File: config.mk
export PLATFORM = sky130hd
export DESIGN_NAME = ser_rom_seq
export DESIGN_NICKNAME = d
export VERILOG_FILES = /design/src/rtl/ser_rom_seq.sv
export SDC_FILE = /design/constraint.sdc
export NUM_CORES = 1
export LEC_CHECK = 0
export CAP_MARGIN = 25
export CORE_AREA = 4 4 93 95
export DETAILED_ROUTE_END_ITERATION = 7
export DIE_AREA = 0 0 97 99
export PLACE_DENSITY = 0.49
export SLEW_MARGIN = 20
export SYNTH_ARGS = -nofsm -noshare
export SYNTH_HDL_FRONTEND = slang
export SYNTH_SLANG_ARGS = --single-unit
export TNS_END_PERCENT = 1
File: constraint.sdc
create_clock -name clk -period 5.4 [get_ports clk]
set_input_delay 0.81 -clock clk [delete_from_list [all_inputs] [get_ports clk]]
set_output_delay 0.81 -clock clk [all_outputs]
set_load 0.01 [all_outputs]
File: src/rtl/ser_rom_seq.sv
// Bus-side sequencer for a 93xx serial EEPROM in x8 mode. A CPU read of the serial window is
// stalled while a Microwire READ fetches the byte. The last byte fetched is held in a one-entry cache.
module ser_rom_seq #(
   parameter int unsigned SK_DIV = 2
) (
   input  logic       clk,
   input  logic       rst,
   input  logic       SSER,
   input  logic       BA13,
   input  logic       BA12,
   input  logic [3:0] BA,
   input  logic       BR_W,
   output logic [7:0] SDRD,
   output logic       WAIT,
   output logic       ERR,
   output logic       SCS,
   output logic       SSK,
   output logic       SDI,
   input  logic       SDO
);

   typedef enum logic [2:0] {
      IDLE,
      START,
      CMD,
      DUMMY,
      DATA,
      DONE,
      GAP
   } state_t;

   localparam logic [7:0] DivLast = 8'(SK_DIV - 1);

   state_t     state_q, state_d;
   logic [7:0] divCnt_q, divCnt_d;
   logic       phase_q, phase_d;
   logic [3:0] bitCnt_q, bitCnt_d;
   logic [3:0] areg_q, areg_d;
   logic [7:0] shift_q, shift_d;
   logic       vld_q, vld_d;
   logic [3:0] tag_q, tag_d;
   logic [7:0] dat_q, dat_d;
   logic       err_q, err_d;
   logic       dummyBad_q, dummyBad_d;
   logic       sdoMeta_q, sdoSync_q;

   logic       winRd;
   logic       hit;
   logic       idleHit;
   logic       halfEnd;
   logic       inBit;
   logic [9:0] cmdWord;

   assign winRd   = ~SSER & ~BA13 & BA12 & BR_W;
   assign hit     = vld_q & (tag_q == BA);
   assign idleHit = hit & (state_q == IDLE);
   assign halfEnd = (divCnt_q == DivLast);
   assign inBit   = (state_q == CMD) | (state_q == DUMMY) | (state_q == DATA);
   assign cmdWord = {3'b110, 3'b000, areg_q};

   assign SDRD = (winRd & idleHit) ? dat_q : 8'h00;
   assign WAIT = winRd & ~idleHit;
   assign ERR  = err_q;
   assign SCS  = (state_q == START) | inBit;
   assign SSK  = inBit & phase_q;
   assign SDI  = (state_q == CMD) & cmdWord[4'd9 - bitCnt_q];

   // SDO comes from another device's clock domain relative to our sampling point
   always_ff @(posedge clk or posedge rst) begin
      if (rst) begin
         sdoMeta_q <= 1'b0;
         sdoSync_q <= 1'b0;
      end else begin
         sdoMeta_q <= SDO;
         sdoSync_q <= sdoMeta_q;
      end
   end

   always_ff @(posedge clk or posedge rst) begin
      if (rst) begin
         state_q    <= IDLE;
         divCnt_q   <= 8'd0;
         phase_q    <= 1'b0;
         bitCnt_q   <= 4'd0;
         areg_q     <= 4'd0;
         shift_q    <= 8'd0;
         vld_q      <= 1'b0;
         tag_q      <= 4'd0;
         dat_q      <= 8'd0;
         err_q      <= 1'b0;
         dummyBad_q <= 1'b0;
      end else begin
         state_q    <= state_d;
         divCnt_q   <= divCnt_d;
         phase_q    <= phase_d;
         bitCnt_q   <= bitCnt_d;
         areg_q     <= areg_d;
         shift_q    <= shift_d;
         vld_q      <= vld_d;
         tag_q      <= tag_d;
         dat_q      <= dat_d;
         err_q      <= err_d;
         dummyBad_q <= dummyBad_d;
      end
   end

   always_comb begin
      state_d    = state_q;
      divCnt_d   = divCnt_q;
      phase_d    = phase_q;
      bitCnt_d   = bitCnt_q;
      areg_d     = areg_q;
      shift_d    = shift_q;
      vld_d      = vld_q;
      tag_d      = tag_q;
      dat_d      = dat_q;
      err_d      = err_q;
      dummyBad_d = dummyBad_q;

      case (state_q)
         IDLE: begin
            if (winRd && !hit) begin
               areg_d     = BA;
               dummyBad_d = 1'b0;
               divCnt_d   = 8'd0;
               state_d    = START;
            end
         end

         START: begin
            if (halfEnd) begin
               divCnt_d = 8'd0;
               phase_d  = 1'b0;
               bitCnt_d = 4'd0;
               state_d  = CMD;
            end else begin
               divCnt_d = divCnt_q + 8'd1;
            end
         end

         // Each bit is a low half then a high half; the device output is sampled as SK rises
         CMD, DUMMY, DATA: begin
            if (!halfEnd) begin
               divCnt_d = divCnt_q + 8'd1;
            end else begin
               divCnt_d = 8'd0;
               if (!phase_q) begin
                  phase_d = 1'b1;
                  if (state_q == DUMMY && sdoSync_q) begin
                     dummyBad_d = 1'b1;
                     err_d      = 1'b1;
                  end
                  if (state_q == DATA) begin
                     shift_d = {shift_q[6:0], sdoSync_q};
                  end
               end else begin
                  phase_d = 1'b0;
                  if (state_q == CMD) begin
                     if (bitCnt_q == 4'd9) begin
                        bitCnt_d = 4'd0;
                        state_d  = DUMMY;
                     end else begin
                        bitCnt_d = bitCnt_q + 4'd1;
                     end
                  end else if (state_q == DUMMY) begin
                     bitCnt_d = 4'd0;
                     state_d  = DATA;
                  end else begin
                     if (bitCnt_q == 4'd7) begin
                        state_d = DONE;
                     end else begin
                        bitCnt_d = bitCnt_q + 4'd1;
                     end
                  end
               end
            end
         end

         DONE: begin
            dat_d    = shift_q;
            tag_d    = areg_q;
            vld_d    = ~dummyBad_q;
            divCnt_d = 8'd0;
            state_d  = GAP;
         end

         GAP: begin
            if (halfEnd) begin
               divCnt_d = 8'd0;
               state_d  = IDLE;
            end else begin
               divCnt_d = divCnt_q + 8'd1;
            end
         end

         default: begin
            state_d = IDLE;
         end
      endcase
   end

endmodule

Word-level counts from Yosys, hierarchy flattened
Index checks and enable logic that the tools add are counted.
{ "classes": {"add_sub_neg": 3, "multipliers": 0, "div": 0, "order_cmp": 1, "n_eq_ne": 20, "shift": 0, "n_mux": 33, "bitwise": 17, "n_reduce_logical": 17} }
{ "op_table": {"columns": ["operator", "n"], "rows": [
  ["2-to-1 mux 4 bit", 7],
  ["2-to-1 mux 3 bit", 9],
  ["2-to-1 mux 8 bit", 3],
  ["one-hot mux 8 bit (3 select lines)", 1],
  ["one-hot mux 3 bit (5 select lines)", 1],
  ["inequality test 2 bit (second input constant)", 6],
  ["AND reduction 5 bit", 2],
  ["AND 1 bit", 9],
  ["== test 3 bit (second input constant)", 3],
  ["adder 8 x 1 -> 8 bit (second input constant)", 1],
  ["== test 8 x 1 -> 1 bit (second input constant)", 1],
  ["2-to-1 mux 1 bit", 8],
  ["inequality test 4 bit (second input constant)", 2],
  ["one-hot mux 4 bit (2 select lines)", 1],
  ["AND reduction 4 bit", 2],
  ["AND reduction 7 bit", 1],
  ["== test 3 x 2 -> 1 bit (second input constant)", 2],
  ["less-than comparator 4 x 5 -> 1 bit (second input constant)", 1],
  ["inverter 1 bit", 5],
  ["OR reduction 5 bit", 1],
  ["adder 4 x 1 -> 4 bit (second input constant)", 1],
  ["binary-select mux 1 bit (select 4 bit)", 1],
  ["== test 4 x 3 -> 1 bit (second input constant)", 1],
  ["== test 4 bit", 1],
  ["15 further kinds", 21]
]} }
{ "word_totals": {"ff_bits": 45, "latch_bits": 0, "ram_bits": 0, "rom_bits": 0, "out_inout_bits": 13, "word_cells": 104, "memories": 0} }

Longest topological paths before layout
{ "depth": {"ltp_word": 7, "ltp_mapped": 7} }

Worst setup path before layout
Ideal clock, no wire load.
{ "synth_timing": {"path_type": "input to output", "start": "input port BA[3]", "end": "output port SDRD[0]", "t_arrival_ns": 1.828, "t_required_ns": 4.590, "setup_slack_ns": 2.762, "cell_stages": 5, "cell_sequence": "xnor2_1 nand3_1 nand3b_1 nor3_1 and2_1"} }
{ "synth_via": {"elab_chain_cells": 5} }
{ "synth_rtl": {"columns": ["element", "line", "rtl"], "rows": [
  ["start: declaration", "11", "input logic [3:0] BA,"],
  ["== test 4 bit", "55", "assign hit = vld_q & (tag_q == BA);"],
  ["AND 1 bit", "55", null],
  ["AND 1 bit", "56", "assign idleHit = hit & (state_q == IDLE);"],
  ["AND 1 bit", "61", "assign SDRD = (winRd & idleHit) ? dat_q : 8'h00;"],
  ["2-to-1 mux 8 bit", "61", null],
  ["end: declaration", "13", "output logic [7:0] SDRD,"]
]} }
Every way passes these cells.

Worst setup path after layout
{ "layout_timing": {"start": "input port BA[2]", "end": "output port SDRD[7]"} }
Same word-level chain as after synthesis.

==> run_results.csv <==
group,metric,value,unit
clocking,postCtsSetupBuffers,0,
clocking,numCtsBuffers,5,
placement,place_area,2600,um^2
finish,layout.nets,241,
placement,pre_cts_slack,1.36,ns
timing,tns,0,ns
hold_path,holdPathStages,0,
timing,slew_viol_final,0,
grt,grt_pass1_vias,1559,
grt,antenna_found_initial,0,
timing,postLayoutSetupSlackWorst,1.43,ns
worst_setup_path,critical_path_class,"input pin to output pin",
pwr,internal_power,0.000536,W
worst_setup_path,ff2ff_setup_slack,2.95,ns
floorplanning,initial_core_util,29.5,%
floorplanning,die_area,9600,um^2
floorplanning,num_io_pins,24,
pwr,pwr-share-seq,50.9,%
grt,grt-ovfl-total,0,
timing,finalSetupViolations,0,
logic_synthesis,syn-cell-area,2280,um^2
worst_setup_path,crit_arrival,3.16,ns
pwr,swShare,19.9,%
floorplanning,core,7730,um^2
routing,vias,1533,
clocking,cts-htree-levels,2,
placement,dpl.hpwl,3.11,mm
clocking,ctsResizeCount,0,
timing,relSlewSlack,47.0,%
logic_synthesis,ys_types,44,
finish,final_core_util,35.5,%
worst_setup_path,r2r-start,"divCnt_q[1]$_DFFE_PP0P_",
pwr,clkPwrFrac,46.1,%
floorplanning,dieWidth,97,um
timing,hold_violations,0,
worst_setup_path,timing.rr.end,"shift_q[0]$_DFFE_PP0P_",
logic_synthesis,synth_ff_type,"dfrtp_1",
pwr,p_switching,0.000133,W
routing,drt_wl_total,4.44,mm
worst_setup_path,cp-end-kind,"output pin",
routing,vias_per_cell,4.69,
logic_synthesis,seq_area_frac_synth,49.4,%
job,drv_cap,0,
routing,drc_errors,0,
placement,placement.io_buffers,23,
grt,grt_max_degree,46,
timing,period_needed,3.97,ns
hold_path,hold_path_class,"register to register",
pwr,p_leak,1.24,nW
routing,drtIter0Drc,85,
pwr,combPwrFrac,3.0,%
grt,grt_pass1_wl,7.76,mm
finish,syn2layout_area_growth,20.3,%
routing,ant_nets,0,
logic_synthesis,syn_area_per_cell,11.3,um^2
placement,place_congestion,0.765,
hold_path,worstHoldStart,"sdoMeta_q$_DFF_PP0_",
worst_setup_path,cp.required,4.59,ns
pwr,p_per_area,244,nW/um^2
finish,design_area,2740,um^2
floorplanning,die_h,99,um
worst_setup_path,r2r_cells,6,
logic_synthesis,ys_warn_count,0,
timing,skew,0.00626,ns
finish,drive_gt1_share,18.7,%
outcome,outcome,"finished, final reports clean",
timing,rsz0062_at_grt,"false",
grt,grt_use_total,9.89,%
timing,finalCritPeriodShare,73.5,%
clocking,cts_tree,"done",
finish,antennaDiodeCount,0,
logic_synthesis,synth_edf_count,0,
worst_setup_path,critPathMaxFanout,8,
clocking,cts_hold_buffers,0,
pwr,ir_worst_vdd,0.000145,V
floorplanning,placementRows,32,
timing,worst_pin_slew,0.794,ns
hold_path,whs_endpoint,"sdoSync_q$_DFF_PP0_",
logic_synthesis,ys_ff_latch,45,
routing,post_drt_wl_per_cell,13.6,um
finish,fin_cells,327,
clocking,clk_path_buf_depth,2,
timing,fmax,0.252,GHz
clocking,cts_sinks,45,
logic_synthesis,synth_cells,201,
routing,firstDrtPassIters,4,
placement,dpl.cell_count,319,
clocking,clkLatencyLatePin,0.30,ns
worst_setup_path,setup.worst_path.start_class,"input pin",
clocking,clkTransAtPathRegs,0.09,ns
clocking,cts-root-buf,"clkbuf_8",
logic_synthesis,syn_nets,218,
logic_synthesis,async_flop_share,100,%
power by group through the flow:
| stage | sequential (W) | clock, W | combinational, W |
|---|---|---|---|
| floorplan | 0.000347 | 0 | 0.00000886 |
| global placement | 0.000347 | 0 | 0.0000211 |
| detailed placement | 0.000347 | 0 | 0.0000211 |
| CTS | 0.000341 | 0.000318 | 0.0000212 |
| global route | 0.000341 | 0.000332 | 0.0000232 |
| finish | 0.000341 | 0.000308 | 0.0000201 |
worst max-delay path, stage by stage:
cell and delay, ns:
clkdlybuf4s50_1 0.50, xnor2_1 0.14, nand3_1 0.13, nand3b_1 0.20, nor3_1 0.64, and2_1 0.22, clkdlybuf4s50_1 0.54
per-stage QoR:
step	total power, W	hold slack [ns]
after floorplan	0.000356	0.331
after global placement	0.000368	0.337
after detailed placement	0.000369	0.341
after CTS	0.000680	0.363
after global routing	0.000696	0.366
final	0.000669	0.357
cell usage in the layout (no fill, tap or decap), types with 2 or more instances in the layout:
cell type and count:
dfrtp_1 45, clkdlybuf4s50_1 23, mux2_2 18, nand2_1 13, o21ai_0 10, a21oi_1 10, and2_1 10, nor2_1 9
mux2_4 8, nand3_1 7, nor3_1 6, ha_1 6, xnor2_1 5, inv_1 5, clkbuf_8 5, o21a_1 4
a31oi_1 4, or3_1 3, o21bai_1 2, a32o_1 2, and3_1 2, nor2b_1 2, a21o_1 2, bufinv_16 2
metal layers:
metal | vias to the layer above | part of all wire (%) | track usage, %
met4 | 0 | 0.65 | 2.92
met2 | 27 | 43 | 14.8
met3 | 4 | 4.7 | 3.26
met5 | - | 0 | 0
li1 | 771 | - | -
met1 | 731 | 51 | 13.6
cells in the mapped netlist (3+ instances only):
cell type,instances,share of area [%]
xnor2_1,5,1.9
o21a_1,4,1.3
a21oi_1,10,2.2
mux2_4,8,5.3
nor3_1,6,1.3
o21ai_0,10,2.2
inv_1,6,0.99
ha_1,6,3.3
clkbuf_1,5,0.82
nand2_1,13,2.1
mux2_2,18,8.9
nand3_1,7,1.5
a31oi_1,4,1.1
dfrtp_1,45,49
and2_1,10,2.7
nor2_1,9,1.5
or3_1,3,0.82
layout make-up:
type	instances	area, um^2
Clock buffer	5	68.8
Tap cell	102	128
Fill cell	763	4980
Sequential cell	45	1130
Timing Repair Buffer	23	230
Multi-Input combinational cell	143	1100
Clock inverter	3	68.8
Inverter	6	23.8
flip-flops by register name (all words and copies together), names as in the netlist:
signal / cells
dat_q: 8
state_q: 3
phase_q: 1
dummyBad_q: 1
shift_q: 8
ERR: 1
divCnt_q: 8
areg_q: 4
tag_q: 4
vld_q: 1
sdoSync_q: 1
sdoMeta_q: 1
bitCnt_q: 4
how the worst max path moves through the flow:
stage / from / endpoint / slack (ns) / depth (start not counted)
after global routing: BA[2] / SDRD[6] / 1.17 / 7
after global placement: BA[2] / SDRD[1] / 1.39 / 7
after detailed placement: BA[2] / SDRD[7] / 1.36 / 7
after floorplan: BA[3] / SDRD[0] / 2.76 / 5
final: BA[2] / SDRD[7] / 1.43 / 7
after CTS: BA[2] / SDRD[7] / 1.36 / 7
logic make-up after synthesis:
group	share of synthesized area [%]
AND/OR/NAND/NOR	14.1
XOR/XNOR	2.31
buffers and inverters	2.47
adder cells (fa/ha/maj)	3.29
AO/OA/AOI/OAI	12.8
flip-flops	49.4
multiplexers	15.6
No activity file was read; power rests on OpenSTA's default activity.
==> RTL change 1: new RTL, config.mk and constraints unchanged <==
The 7 states of `state_t` get a one-hot encoding in 7 bits.
--- a/src/rtl/ser_rom_seq.sv
+++ b/src/rtl/ser_rom_seq.sv
@@ -19,14 +19,14 @@
    input  logic       SDO
 );
 
-   typedef enum logic [2:0] {
-      IDLE,
-      START,
-      CMD,
-      DUMMY,
-      DATA,
-      DONE,
-      GAP
+   typedef enum logic [6:0] {
+      IDLE  = 7'b0000001,
+      START = 7'b0000010,
+      CMD   = 7'b0000100,
+      DUMMY = 7'b0001000,
+      DATA  = 7'b0010000,
+      DONE  = 7'b0100000,
+      GAP   = 7'b1000000
    } state_t;
 
    localparam logic [7:0] DivLast = 8'(SK_DIV - 1);
Function: no difference found for any inputs over 10 cycles, from zero or initial values and one cycle with rst high; not proved beyond that.
==> RTL change 1 against the unedited design <==
Synthesized area rose by 14%; synthesized cell count rose by 19%; core utilization rose by 4.2 points; routed wire length rose by 21%; maximum frequency fell by 0.73%; cell area rose by 12%; critical endpoint is now SDRD[1]; non-clock buffer count rose by 4; first-iteration DRC count did not move; setup slack got worse by 29 ps; largest cell class is now multi-input gates; sequential cell count rose by 4; global-route usage rose by 1.8 points.
Power is not compared: it rests on default switching activity, and its combinational part moved more than twofold at a synthesized area within 25%.
==> RTL change 1: results (changes against the unedited design) <==
Layout
  • Final #Nets: 283 (+17%)
  • Layout cells sized above 1: 18.0% (-0.69 points)
  • Antenna Cells: 0 (unchanged)
  • Regs by FF count: dat_q (8), divCnt_q (8), shift_q (8)

Logic synthesis
  • Yosys warning total: 0 (unchanged)
  • Post-synth ARST share: 100% (unchanged)
  • Cell variety after synth: 55 (+25%)
  • Largest cells by area after synthesis: dfrtp_1 (46%), mux2_2 (8.7%), ha_1 (2.9%)
  • Sequential share of the synthesized area: 47.4% (-2.0 points)
  • Most frequent cells after synthesis: dfrtp_1 (48), mux2_2 (20), nor2_1 (18), inv_1 (15), nand2_1 (12)
  • Synth Net Count: 257 (+18%)

Placement
  • I/O Buffers: 23 (unchanged)
  • DP HPWL: 3800 um (+22%)
  • Routability Congestion: 0.787 (+2.8%)

Route
  • Wirelength per Cell: 14.6 um (+7.3%)
  • Vias: 1844 (+20%)
  • First-pass iteration count of the detailed router: 4 (unchanged)

Setup path
  • CP peak stage delay: around 630 ps
  • CP max FO: 14 (+6)
  • CP Data Arrival Time: 3190 ps (+30 ps)
  • Slowest CP cell: or4_1

Global routing
  • Initial antenna violation count: 0 (unchanged)
  • Largest net degree at the start of global routing: 50 (+8.7%)
  • GRT Overall Usage: 11.7% (+1.8 points)
  • Vias in the first global route: 1778 (+14%)
  • First-pass GRT wire length: 9070 um (+17%)

Clock tree
  • Postcts setup bufs: 0 (unchanged)
  • Number of CTS-inserted buffers: 5 (unchanged)
  • Clock Path Buffers: 2 (unchanged)
  • CTS H-Tree Depth: 2 (unchanged)
  • Clock latency at the later pin of the worst-skew pair: 310 ps
  • Clock transition at path regs: 90 ps (about the same)

Timing
  • Worst-margin pin slew: 627 ps (-167 ps)
  • Skew final: 8.72 ps (+2.46 ps)

Power and ir drop
  • Static leakage: 0.00134 uW
  • VDD IR max: 151 uV

Run status
  • Outcome: finished, final reports clean

Min path
  • Hold crit path type: reg2reg
[RTL change 1: through the flow]
stage | worst slack [ps] | instances | instance area [sq um] | total power, uW | hold slack (ps)
floorplan | 2580 | 240 | 2590 | 729 | 331
global placement | 1540 | 361 | 2930 | 823 | 332
detailed placement | 1520 | 361 | 2930 | 821 | 339
CTS | 1360 | 369 | 3070 | 1140 | 361
global route | 1210 | 369 | 3070 | 1200 | 365
finish | 1400 | 369 | 3070 | 1130 | 357
[RTL change 1: final timing paths]
path / startpoint / end / slack, ps / cells after the start
min: sdoMeta_q / sdoSync_q / 360 / 0
min in group asynchronous: rst / shift_q[0] / 980 / 3
min reg2reg: sdoMeta_q / sdoSync_q / 360 / 0
max reg2reg: divCnt_q[1] / state_q[3] / 2790 / 7
max: state_q[2] / SDRD[1] / 1400 / 7
max in group asynchronous: rst / areg_q[0] / 3990 / 3
[RTL change 1: worst register-to-register path: stages, from the launching register on]
cell and delay, ps:
dfrtp_1 400, inv_1 80, ha_1 140, or4b_4 460, nor4_2 360, a221oi_1 210, a211oi_2 480, mux2_1 380
[RTL change 1: area by class of cell]
type	count	area [sq um]
clock buffer	5	68.8
clock inverter	3	68.8
fill	745	4660
inverter	15	56.3
multi-input combinational	168	1260
sequential	49	1230
tap	102	128
timing repair buffer	27	260
[RTL change 1: cell families after synthesis]
group           share of synthesized area (%)
mux                                      12.9
buf+inv                                  4.01
simple gates                             17.4
compound gates                           12.7
xor+xnor                                 2.70
fa+ha+maj                                2.90
flops                                    47.4
[RTL change 1: where the power goes]
group	internal, uW	leakage (uW)	total, uW	switching [uW]
clock	186	0.0000687	318	131
combinational	151	0.000604	349	198
sequential	413	0.000666	465	52.4
total	750	0.00134	1130	382
[RTL change 1: per-layer routing]
layer / up-vias / global-route usage, % / share of wire (%)
met5: - / 0 / 0
met4: 0 / 3.46 / 1.2
met3: 4 / 3.40 / 4.6
met2: 33 / 16.9 / 44
met1: 895 / 16.9 / 51
li1: 912 / - / -
==> RTL change 2: new RTL, same flow settings <==
Made on the original files. Register the output `ERR` once more, with the module's reset; this adds one clock of latency there. The other outputs are not delayed to match.
--- a/src/rtl/ser_rom_seq.sv
+++ b/src/rtl/ser_rom_seq.sv
@@ -60,7 +60,13 @@
 
    assign SDRD = (winRd & idleHit) ? dat_q : 8'h00;
    assign WAIT = winRd & ~idleHit;
-   assign ERR  = err_q;
+   always_ff @(posedge clk or posedge rst) begin
+      if (rst) begin
+         ERR <= '0;
+      end else begin
+         ERR <= err_q;
+      end
+   end
    assign SCS  = (state_q == START) | inBit;
    assign SSK  = inBit & phase_q;
    assign SDI  = (state_q == CMD) & cmdWord[4'd9 - bitCnt_q];
Behaviour: same outputs for any inputs over 10 cycles, from zero or initial values and one cycle with rst high; that may be too few to reach the edited logic, so the function may still have changed.
==> RTL change 2 against the unedited design <==
Critical path depth did not move; power shrank 11%; maximum frequency decreased by 2.7%; setup slack got worse by 110 ps; critical endpoint is now SDRD[6]; sequential cell count increased by 1; largest cell class unchanged; cell area down 0.96%; routed wire length increased by 3.7%; highest routed layer unchanged; via count is 2.0% higher; synthesized area fell by 0.49%; count of clock-buffer cells in the layout unchanged; synthesized cell count increased by 1.5%; combinational power increased by 6%; die area unchanged.
==> RTL change 2: results (changes against the unedited design) <==
Placement
  • Routability Congestion: 0.779 (+1.8%)
  • DP HPWL: 3320 um (+6.7%)
  • Placed instance area: 2620 sq um (+0.67%)
  • Setup WS pre-CTS: 1250 ps (-116 ps)
  • Placed cell count: 324 (+1.6%)

Layout
  • Clk cell area share: 3.50% (-1.5 points)
  • #MultiIn Comb: 146 (+2.1%)
  • Final #Nets: 246 (+2.1%)
  • Area grow syn2layout: 19.7%
  • Layout non-clock buf frac: 9.21% (+0.82 points)
  • Multi-input combinational area share: 39.4% (-0.63 points)
  • Layout cells sized above 1: 18.3% (-0.41 points)
  • Buffers, non-clock: 24 (+4.3%)
  • Fillcell total: 772 (+1.2%)

Logic synthesis
  • Synth Net Count: 221 (+1.4%)
  • Sequential share of the synthesized area: 50.7% (+1.3 points)
  • Most frequent cells after synthesis: dfrtp_1 (46), mux2_2 (24), nand2_1 (14), a21oi_1 (11)
  • Cell variety after synth: 45 (+2.3%)

Route
  • Detail Route met3 WL: 214 um (+2.9%)
  • Vias per cell: 4.71 (+0.49%)
  • Wirelength per Cell: 13.9 um (+2.1%)
  • WL met1: 2310 um (+1.5%)
  • Met2 routed WL: 2050 um (+6.3%)
  • Iteration-0 DRC Markers: 65 (-24%)

Timing
  • Skew final: 12.1 ps (+5.87 ps)
  • Worst-margin pin slew: 742 ps (-52.4 ps)

Power and ir drop
  • Sequential power: 347 uW (+2%)
  • Static leakage: 0.00123 uW (-1.3%)
  • Switching Share: 24.2% (+4.2 points)
  • VDD IR max: 145 uV (-0.16%)
  • Clock share of power: 38.4% (-7.7 points)

Clock tree
  • Clock Sinks: 46 (+2.2%)

Setup path
  • CP peak stage delay: 610 ps (-30 ps)

Run status
  • Outcome: finished, final reports clean

Global routing
  • First-pass GRT wire length: 7840 um (+1.1%)
  • GRT Overall Usage: 10.0% (+0.11 points)
  • GR Layer Usage met2: 15.4% (+0.64 points)
  • GR Util met3: 2.83% (-0.42 points)
  • Vias in the first global route: 1592 (+2.1%)
-- RTL change 2: path summary, 6_finish.rpt --
path / slack [ps] / to / cells past startpoint / start
min in group asynchronous: 820 / sdoSync_q / 2 / rst
hold / removal: 370 / sdoSync_q / 0 / sdoMeta_q
hold reg to reg: 370 / sdoSync_q / 0 / sdoMeta_q
setup / recovery: 1320 / SDRD[6] / 7 / BA[2]
max in group asynchronous: 4070 / areg_q[1] / 3 / rst
setup reg to reg: 3190 / bitCnt_q[3] / 7 / divCnt_q[1]
-- RTL change 2: logic make-up after synthesis --
family	after synthesis	share of synthesized area (%)
AO/OA/AOI/OAI	43	12.1
flip-flops	46	50.7
multiplexers	26	13.3
AND/OR/NAND/NOR	66	16.4
XOR/XNOR	5	1.93
buffers and inverters	12	2.10
adder cells (fa/ha/maj)	6	3.31
-- RTL change 2: worst max-delay path, delay by kind of cell --
family / cells / cell delay [ps]
XOR/XNOR: 1 / 130
buffers and inverters: 2 / 1040
AND/OR/NAND/NOR: 4 / 1290
